<file path="config.mk">
export PLATFORM = sky130hd
export DESIGN_NAME = sot_alignment_monitor_flat
export DESIGN_NICKNAME = d
export VERILOG_FILES = /design/src/rtl/sot_alignment_monitor_if.sv /design/src/rtl/sot_alignment_monitor.sv /design/src/flat_wrapper.sv
export SDC_FILE = /design/constraint.sdc
export NUM_CORES = 1
export LEC_CHECK = 0
export CAP_MARGIN = 20
export CORE_UTILIZATION = 39
export DETAILED_ROUTE_END_ITERATION = 10
export PLACE_DENSITY = 0.85
export SETUP_SLACK_MARGIN = 0.2
export SYNTH_ARGS = -nofsm -noshare
export SYNTH_HDL_FRONTEND = slang
export SYNTH_SLANG_ARGS = --single-unit
</file>
<file path="constraint.sdc">
create_clock -name clock -period 3.1 [get_ports clock]
set_input_delay 0.465 -clock clock [delete_from_list [all_inputs] [get_ports clock]]
set_output_delay 0.465 -clock clock [all_outputs]
set_load 0.01 [all_outputs]
</file>
<file path="src/rtl/sot_alignment_monitor_if.sv">
// ----------------------------------------------------------------------------
// sot_alignment_monitor_if
// Purpose : groups the frame-aligner side and status signals of the SOT
//           alignment monitor into one bundle.
// Signals : enable, sot_is_aligned, sot_unstable, timeout_i, cnt_reset,
//           sbits_i          -> driven toward the monitor
//           sbits_o, realign_req, state_o, locked_o, fail_o, retry_cnt_o,
//           unstable_cnt_o   -> driven by the monitor
// Modports: slave  = monitor view, master = driver/consumer view.
// ----------------------------------------------------------------------------
interface sot_alignment_monitor_if #(
   parameter int MXSBITS = 64
);
   logic               enable;
   logic               sot_is_aligned;
   logic               sot_unstable;
   logic [15:0]        timeout_i;
   logic               cnt_reset;
   logic [MXSBITS-1:0] sbits_i;
   logic [MXSBITS-1:0] sbits_o;
   logic               realign_req;
   logic [2:0]         state_o;
   logic               locked_o;
   logic               fail_o;
   logic [3:0]         retry_cnt_o;
   logic [7:0]         unstable_cnt_o;

   modport slave (
      input  enable, sot_is_aligned, sot_unstable, timeout_i, cnt_reset, sbits_i,
      output sbits_o, realign_req, state_o, locked_o, fail_o, retry_cnt_o,
             unstable_cnt_o
   );

   modport master (
      output enable, sot_is_aligned, sot_unstable, timeout_i, cnt_reset, sbits_i,
      input  sbits_o, realign_req, state_o, locked_o, fail_o, retry_cnt_o,
             unstable_cnt_o
   );
endinterface

</file>
<file path="src/rtl/sot_alignment_monitor.sv">
// ----------------------------------------------------------------------------
// sot_alignment_monitor
// Purpose : supervises a frame aligner. Pulses realign_req, waits for lock
//           with a timeout, retries up to MAX_RETRIES times, forwards S-bits
//           only while locked and counts lock losses.
// Ports   : clock - single rising-edge clock
//           reset - asynchronous active-high reset
//           bus   - sot_alignment_monitor_if.slave (control inputs, S-bits,
//                   realign_req, state/status/counter outputs)
// ----------------------------------------------------------------------------
module sot_alignment_monitor #(
   parameter int RESET_CYCLES = 4,
   parameter int MAX_RETRIES  = 4,
   parameter int MXSBITS      = 64
) (
   input  logic                     clock,
   input  logic                     reset,
   sot_alignment_monitor_if.slave   bus
);

   typedef enum logic [2:0] {
      ST_IDLE      = 3'd0,
      ST_REALIGN   = 3'd1,
      ST_WAIT_LOCK = 3'd2,
      ST_LOCKED    = 3'd3,
      ST_FAILED    = 3'd4
   } state_t;

   localparam logic [3:0] LP_RESET_CYCLES = 4'(RESET_CYCLES);
   localparam logic [3:0] LP_MAX_RETRIES  = 4'(MAX_RETRIES);

   function automatic logic [7:0] sat_inc8(input logic [7:0] v);
      return (v == 8'hFF) ? v : v + 8'd1;
   endfunction

   state_t               r_state;
   logic [3:0]           r_pulse;
   logic [15:0]          r_timer;
   logic [3:0]           r_retry;
   logic [7:0]           r_unstable_cnt;
   logic                 r_realign;
   logic                 r_locked;
   logic                 r_fail;
   logic [MXSBITS-1:0]   r_sbits_p1;

   state_t               w_next;
   logic [3:0]           w_pulse_next;
   logic [15:0]          w_timer_next;
   logic [3:0]           w_retry_next;
   logic [3:0]           w_retry_inc;
   logic                 w_unstable_inc;
   logic                 w_lock_ok;

   assign w_lock_ok   = bus.sot_is_aligned && !bus.sot_unstable;
   assign w_retry_inc = r_retry + 4'd1;

   always_comb begin
      w_next         = r_state;
      w_pulse_next   = r_pulse;
      w_timer_next   = r_timer;
      w_retry_next   = r_retry;
      w_unstable_inc = 1'b0;
      if (!bus.enable) begin
         w_next = ST_IDLE;
      end else begin
         case (r_state)
            ST_IDLE: begin
               w_next       = ST_REALIGN;
               w_pulse_next = LP_RESET_CYCLES;
               w_retry_next = 4'd0;
            end
            ST_REALIGN: begin
               // Counter holds the cycles still to go, including this one.
               if (r_pulse <= 4'd1) begin
                  w_next       = ST_WAIT_LOCK;
                  w_pulse_next = 4'd0;
                  w_timer_next = 16'd0;
               end else begin
                  w_pulse_next = r_pulse - 4'd1;
               end
            end
            ST_WAIT_LOCK: begin
               // Lock is tested first so a lock on the timeout cycle wins.
               if (w_lock_ok) begin
                  w_next       = ST_LOCKED;
                  w_retry_next = 4'd0;
               end else if (r_timer == bus.timeout_i) begin
                  w_retry_next = w_retry_inc;
                  if (w_retry_inc == LP_MAX_RETRIES) begin
                     w_next = ST_FAILED;
                  end else begin
                     w_next       = ST_REALIGN;
                     w_pulse_next = LP_RESET_CYCLES;
                  end
               end else begin
                  w_timer_next = r_timer + 16'd1;
               end
            end
            ST_LOCKED: begin
               if (!w_lock_ok) begin
                  w_unstable_inc = 1'b1;
                  w_next         = ST_REALIGN;
                  w_pulse_next   = LP_RESET_CYCLES;
               end
            end
            ST_FAILED: begin
               w_next = ST_FAILED;
            end
            default: begin
               w_next = ST_IDLE;
            end
         endcase
      end
   end

   // Stage p1: state, counters, registered decodes of the next state and
   // the lock-gated S-bit register.
   always_ff @(posedge clock or posedge reset) begin
      if (reset) begin
         r_state        <= ST_IDLE;
         r_pulse        <= 4'd0;
         r_timer        <= 16'd0;
         r_retry        <= 4'd0;
         r_unstable_cnt <= 8'd0;
         r_realign      <= 1'b0;
         r_locked       <= 1'b0;
         r_fail         <= 1'b0;
         r_sbits_p1     <= '0;
      end else begin
         r_state   <= w_next;
         r_pulse   <= w_pulse_next;
         r_timer   <= w_timer_next;
         r_retry   <= w_retry_next;
         r_realign <= (w_next == ST_REALIGN);
         r_locked  <= (w_next == ST_LOCKED);
         r_fail    <= (w_next == ST_FAILED);
         // A clear wins over a simultaneous increment.
         if (bus.cnt_reset) begin
            r_unstable_cnt <= 8'd0;
         end else if (w_unstable_inc) begin
            r_unstable_cnt <= sat_inc8(r_unstable_cnt);
         end
         r_sbits_p1 <= (r_state == ST_LOCKED) ? bus.sbits_i : '0;
      end
   end

   assign bus.state_o        = r_state;
   assign bus.realign_req    = r_realign;
   assign bus.locked_o       = r_locked;
   assign bus.fail_o         = r_fail;
   assign bus.retry_cnt_o    = r_retry;
   assign bus.unstable_cnt_o = r_unstable_cnt;
   assign bus.sbits_o        = r_sbits_p1;

endmodule

</file>
<file path="src/flat_wrapper.sv">
// flat-port wrapper written by rule: the top's interface ports become plain ports
module sot_alignment_monitor_flat 
#(
   parameter int RESET_CYCLES = 4,
   parameter int MAX_RETRIES  = 4,
   parameter int MXSBITS      = 64
)
  (clock, reset, bus_enable, bus_sot_is_aligned, bus_sot_unstable, bus_timeout_i, bus_cnt_reset, bus_sbits_i, bus_sbits_o, bus_realign_req, bus_state_o, bus_locked_o, bus_fail_o, bus_retry_cnt_o, bus_unstable_cnt_o);
  sot_alignment_monitor_if #(.MXSBITS(MXSBITS)) bus_i ();
  input  logic clock;
  input  logic reset;
  input wire logic [$bits(bus_i.enable)-1:0] bus_enable;
  input wire logic [$bits(bus_i.sot_is_aligned)-1:0] bus_sot_is_aligned;
  input wire logic [$bits(bus_i.sot_unstable)-1:0] bus_sot_unstable;
  input wire logic [$bits(bus_i.timeout_i)-1:0] bus_timeout_i;
  input wire logic [$bits(bus_i.cnt_reset)-1:0] bus_cnt_reset;
  input wire logic [$bits(bus_i.sbits_i)-1:0] bus_sbits_i;
  output wire logic [$bits(bus_i.sbits_o)-1:0] bus_sbits_o;
  output wire logic [$bits(bus_i.realign_req)-1:0] bus_realign_req;
  output wire logic [$bits(bus_i.state_o)-1:0] bus_state_o;
  output wire logic [$bits(bus_i.locked_o)-1:0] bus_locked_o;
  output wire logic [$bits(bus_i.fail_o)-1:0] bus_fail_o;
  output wire logic [$bits(bus_i.retry_cnt_o)-1:0] bus_retry_cnt_o;
  output wire logic [$bits(bus_i.unstable_cnt_o)-1:0] bus_unstable_cnt_o;
  assign bus_i.enable = bus_enable;
  assign bus_i.sot_is_aligned = bus_sot_is_aligned;
  assign bus_i.sot_unstable = bus_sot_unstable;
  assign bus_i.timeout_i = bus_timeout_i;
  assign bus_i.cnt_reset = bus_cnt_reset;
  assign bus_i.sbits_i = bus_sbits_i;
  assign bus_sbits_o = bus_i.sbits_o;
  assign bus_realign_req = bus_i.realign_req;
  assign bus_state_o = bus_i.state_o;
  assign bus_locked_o = bus_i.locked_o;
  assign bus_fail_o = bus_i.fail_o;
  assign bus_retry_cnt_o = bus_i.retry_cnt_o;
  assign bus_unstable_cnt_o = bus_i.unstable_cnt_o;
  sot_alignment_monitor #(.RESET_CYCLES(RESET_CYCLES), .MAX_RETRIES(MAX_RETRIES), .MXSBITS(MXSBITS)) u_core (.clock(clock), .reset(reset), .bus(bus_i));
endmodule
</file>
=== Word level (Yosys, flattened, before mapping) ===
Index checks and enable logic that the tools add are counted.

* Input port bits: 86
* Logic and storage cells: 70
* Register bits after elaboration: 102

* Reductions and logical operators: 11
* Order comparisons: 1
* Equal/unequal tests: 18
* $add $sub $neg: 4
* Mux-type cells: 27

{| class="wikitable"
|+ Operator list
! operator !! count
|-
| $mux 64 || 1
|-
| $mux 16 || 3
|-
| $pmux 16 s2 || 1
|-
| $mux 4 || 7
|-
| $mux 8 || 3
|-
| $mux 3 || 6
|-
| $add 16x1->16 const B || 1
|-
| $eq 16x16->1 || 1
|-
| $pmux 4 s4 || 1
|-
| $pmux 3 s5 || 1
|-
| $ne 2x2->1 const B || 5
|-
| $eq 3x2->1 const B || 3
|-
| $add 8x1->8 const B || 1
|-
| $eq 8x8->1 const B || 1
|-
| $pmux 4 s2 || 1
|-
| $eq 3x1->1 const B || 2
|-
| $eq 3x3->1 const B || 2
|-
| $reduce_and 6->1 || 1
|-
| $reduce_bool 2->1 || 3
|-
| $reduce_and 5->1 || 1
|-
| $add 4x1->4 const B || 1
|-
| $eq 4x3->1 const B || 1
|-
| $le 4x1->1 const B || 1
|-
| $ne 2x1->1 const B || 2
|-
| other kinds (9) || 11
|}

=== Depth between registers and ports, before layout ===
* Depth in word-level cells: 8
* Mapped depth: 8
* Mapped depth without buffers: 8

=== Worst setup path after synthesis ===
Ideal clock, no wire load.

* Path kind: register to register
* From: register u_core.r_state[2], in the netlist u_core.bus.state_o[2]
* To: register u_core.r_timer[11]
* Cell stages (with the launch flop): 6
* Required time: 3.022 ns
* Slack: 1.234 ns
* Arrival time: 1.789 ns
* Cells stage by stage: dfrtp_1 > or3b_4 > nor2_8 > a21oi_2 > or4_1 > a21oi_1

* Word-level cells in the longest chain between the ends: 3

{| class="wikitable"
|+ Ends and longest elaborated chain
! item !! line !! source
|-
| start: declaration || sot_alignment_monitor.sv:36 || <nowiki>state_t r_state;</nowiki>
|-
| start signal: assignment || sot_alignment_monitor.sv:130 || <nowiki>r_state <= w_next;</nowiki>
|-
| $eq 3x2->1 / $eq 3x1->1 (equally long branches) || sot_alignment_monitor.sv:66 || <nowiki>case (r_state)</nowiki>
|-
| $ne 2x2->1 (no source line), or another cell as far along || n/a ||
|-
| $reduce_and 5->1 (no source line) || n/a ||
|-
| end signal: assignment || sot_alignment_monitor.sv:132 || <nowiki>r_timer <= w_timer_next;</nowiki>
|-
| end: declaration || sot_alignment_monitor.sv:38 || <nowiki>logic [15:0] r_timer;</nowiki>
|}

Parallel ways exist; a longest one is shown, timed or not.
A chain may end at the register's enable or synchronous reset.

=== Final worst setup path ===
* From: input bus_timeout_i[12]
* To: register u_core.r_pulse[3]

* Word-level cells in the longest chain between the ends: 3

{| class="wikitable"
|+ Ends and longest elaborated chain
! item !! line !! source
|-
| start: declaration || flat_wrapper.sv:15 || <nowiki>input wire logic [$bits(bus_i.timeout_i)-1:0] bus_timeout_i;</nowiki>
|-
| $eq 16x16->1 || sot_alignment_monitor.sv:87 || <nowiki>end else if (r_timer == bus.timeout_i) begin</nowiki>
|-
| $ne 2x1->1 (no source line) || n/a ||
|-
| $reduce_and 6->1 (no source line) || n/a ||
|-
| end signal: assignment || sot_alignment_monitor.sv:131 || <nowiki>r_pulse <= w_pulse_next;</nowiki>
|-
| end: declaration || sot_alignment_monitor.sv:37 || <nowiki>logic [3:0] r_pulse;</nowiki>
|}

Every way passes these cells.

==> out/results.txt <==
Multi-input logic area = 1660 sq um
Routability cong. = 0.875
Ports = 168
Die ar. = 11500 sq um
IO buf count = 167
FFs w/ async S/R, synth = 100%
Syn_nets = 478
Clk root buf = clkbuf_8
Max rail drop VDD = 251 uV
Post-synth top flop = dfrtp_1
Final Skew = 0.0111 ns
Worst hold-check path type = input pin to async pin
Routed wire length = 10600 microns
Avg Cell Area, Syn = 11.1 sq um
Register area share after synthesis = 59.3%
Initial drt markers = 125
Setup Buffers After CTS = 0
Max-slew violation count = 0
Final #Nets = 647
FF/Latch Area = 2550 sq um
Number of flops mapped to enable cells by yosys = 0
Library cells used by synthesis = 51
Vias in the first global route = 3428
Yosys warns = 0
Syn Inst Count = 387
Post-DP HPWL = 7920 microns
Detailed Routing Iterations Pass 1 = 4
Core Rows = 38
Setup CP Type = input pin to flop
Pin count of the biggest net entering global routing = 65
Final cell count without fillers = 700
H-tree Lvls = 3
Initial antenna violation count = 0
Die Width = 107 microns
Design Area, Final = 6340 sq um
CTS tree = built
Clk slew on worst S/H paths = 0.10 ns
Clock sinks = 102
Fin. Hold Viols = 0
Core area = 10800 sq um
Initial Utilization = 39.9%
Global Route Usage Sum = 19.0%
Cells resized by post-CTS repair = 0
DP Area = 6140 sq um
Worst-Margin Slew = 0.624 ns
CP required = 3.36 ns
Grt ovf = 0
Setup total negative slack = 0 ns
Setup WS pre-CTS = 0.376 ns
Clk buf depth = 2
Most common cell after layout, fill and taps aside = clkdlybuf4s50_1
DR vias/cell = 4.93
Cts hold-fix bufs = 0
PnR worst setup slack = 0.712 ns
Power Density = 510 nW/um^2
CP Max Fanout = 8
Die Span Y = 107 microns
Num CTS Buffers = 9
Worst-Skew Late Latency = 0.36 ns
Startpoint Class = input pin
Max_cap viols = 0
First-pass GRT wire length = 16600 microns
RSZ-0062 raised after global routing = false
Worst EP arrival = 2.65 ns
Layout Area Growth over Synthesis = 47.1%
DRC = 0
Final period util = 77.0%
R2R Setup Slk = 0.78 ns
Status = finished clean
Crit path time final = 2.39 ns
Final setup viols = 0
Slew headroom = 58.4%
Fillers = 860
Post-layout util = 58.7%
DR vias = 3452
Most frequent cells in the layout = clkdlybuf4s50_1 (167), dfrtp_1 (102), and2_1 (64)
Placed Cells incl. Taps = 685
Critical path endpoint category = flop
Seq cells post-synth = 102
Mapped cell area = 4310 sq um
Diode count = 0
Routed Antenna Nets = 0
Share of cells above drive strength 1 = 5.71%
Avg WL per Cell = 15.1 microns
Fmax = 419 MHz
Leakage = 2.81 nW
==> layout make-up <==
type | instances | share of cell area [%]
Timing Repair Buffer | 172 | 27.2
Clock buffer | 10 | 2.17
Sequential cell | 102 | 40.3
Clock inverter | 5 | 0.908
Tap cell | 140 | 2.76
Inverter | 8 | 0.533
Multi-Input combinational cell | 263 | 26.2
==> per-stage QoR <==
stage | total power, mW | hold WS [ns]
4_1_cts | 3.26 | 0.465
2_1_floorplan | 2.01 | 0.478
3_3_place_gp | 2.38 | 0.496
5_1_grt | 3.40 | 0.493
3_5_place_dp | 2.42 | 0.529
6_report | 3.23 | 0.478
==> cell usage after synthesis (6+ instances only) <==
master    count  area share [%]
dfrtp_1     102              59
and2_1       64             9.3
nand2_1      30             2.6
nor2_1       24             2.1
o21ai_0      19             2.2
xor2_1       18             3.7
a21oi_1      11             1.3
nor3_1       11             1.3
nand3_1      10             1.2
clkbuf_1      9            0.78
inv_1         8            0.70
o31ai_1       7             1.2
xnor2_1       6             1.2
==> critical path, cell delays in order <==
cell and delay [ns]:
clkdlybuf4s50_1 0.42, xor2_1 0.16, nor4_1 0.50, nand4_1 0.27, buf_4 0.25, o21ai_4 0.22, o21ai_0 0.15, a21o_1 0.21
==> metal layers <==
metal  vias to the layer above  track usage [%]  routed length [microns]
li1                       1648                -                        -
met1                      1658             21.4                     4070
met2                       133             31.5                     5330
met3                        13             8.33                     1050
met4                         0             7.53                      145
met5                         -                0                        0
==> where the power goes <==
| part | switching [mW] | internal, mW | leakage, nW |
|---|---|---|---|
| clock | 0.451 | 0.393 | 0.103 |
| sequential | 0.0915 | 1.46 | 1.41 |
| combinational | 0.417 | 0.420 | 1.30 |
==> cell families after synthesis <==
| family | count (synthesis) | share of synthesized area (%) |
|---|---|---|
| AND/OR/NAND/NOR | 179 | 23.9 |
| flip-flops | 102 | 59.3 |
| AO/OA/AOI/OAI | 53 | 7.78 |
| XOR/XNOR | 24 | 4.88 |
| buffers and inverters | 22 | 2.29 |
| adder cells (fa/ha/maj) | 5 | 1.45 |
| multiplexers | 2 | 0.465 |
==> worst paths after layout <==
check	start	endpoint	depth (start not counted)
min in group clock	u_core.r_timer[14]	u_core.r_timer[14]	1
max reg2reg	u_core.r_timer[7]	u_core.r_pulse[3]	7
min reg2reg	u_core.r_timer[14]	u_core.r_timer[14]	1
max	bus_timeout_i[12]	u_core.r_pulse[3]	8
max in group asynchronous	reset	u_core.bus.sbits_o[3]	3
min	reset	u_core.bus.sbits_o[14]	2
==> state kept, by name, indices dropped and copies added (netlist names) <==
register / count
u_core.bus.locked_o: 1
u_core.r_timer: 16
u_core.r_pulse: 4
u_core.bus.unstable_cnt_o: 8
u_core.bus.realign_req: 1
u_core.bus.retry_cnt_o: 4
u_core.bus.state_o: 3
u_core.bus.fail_o: 1
u_core.bus.sbits_o: 64
No activity file was read; power rests on OpenSTA's default activity.
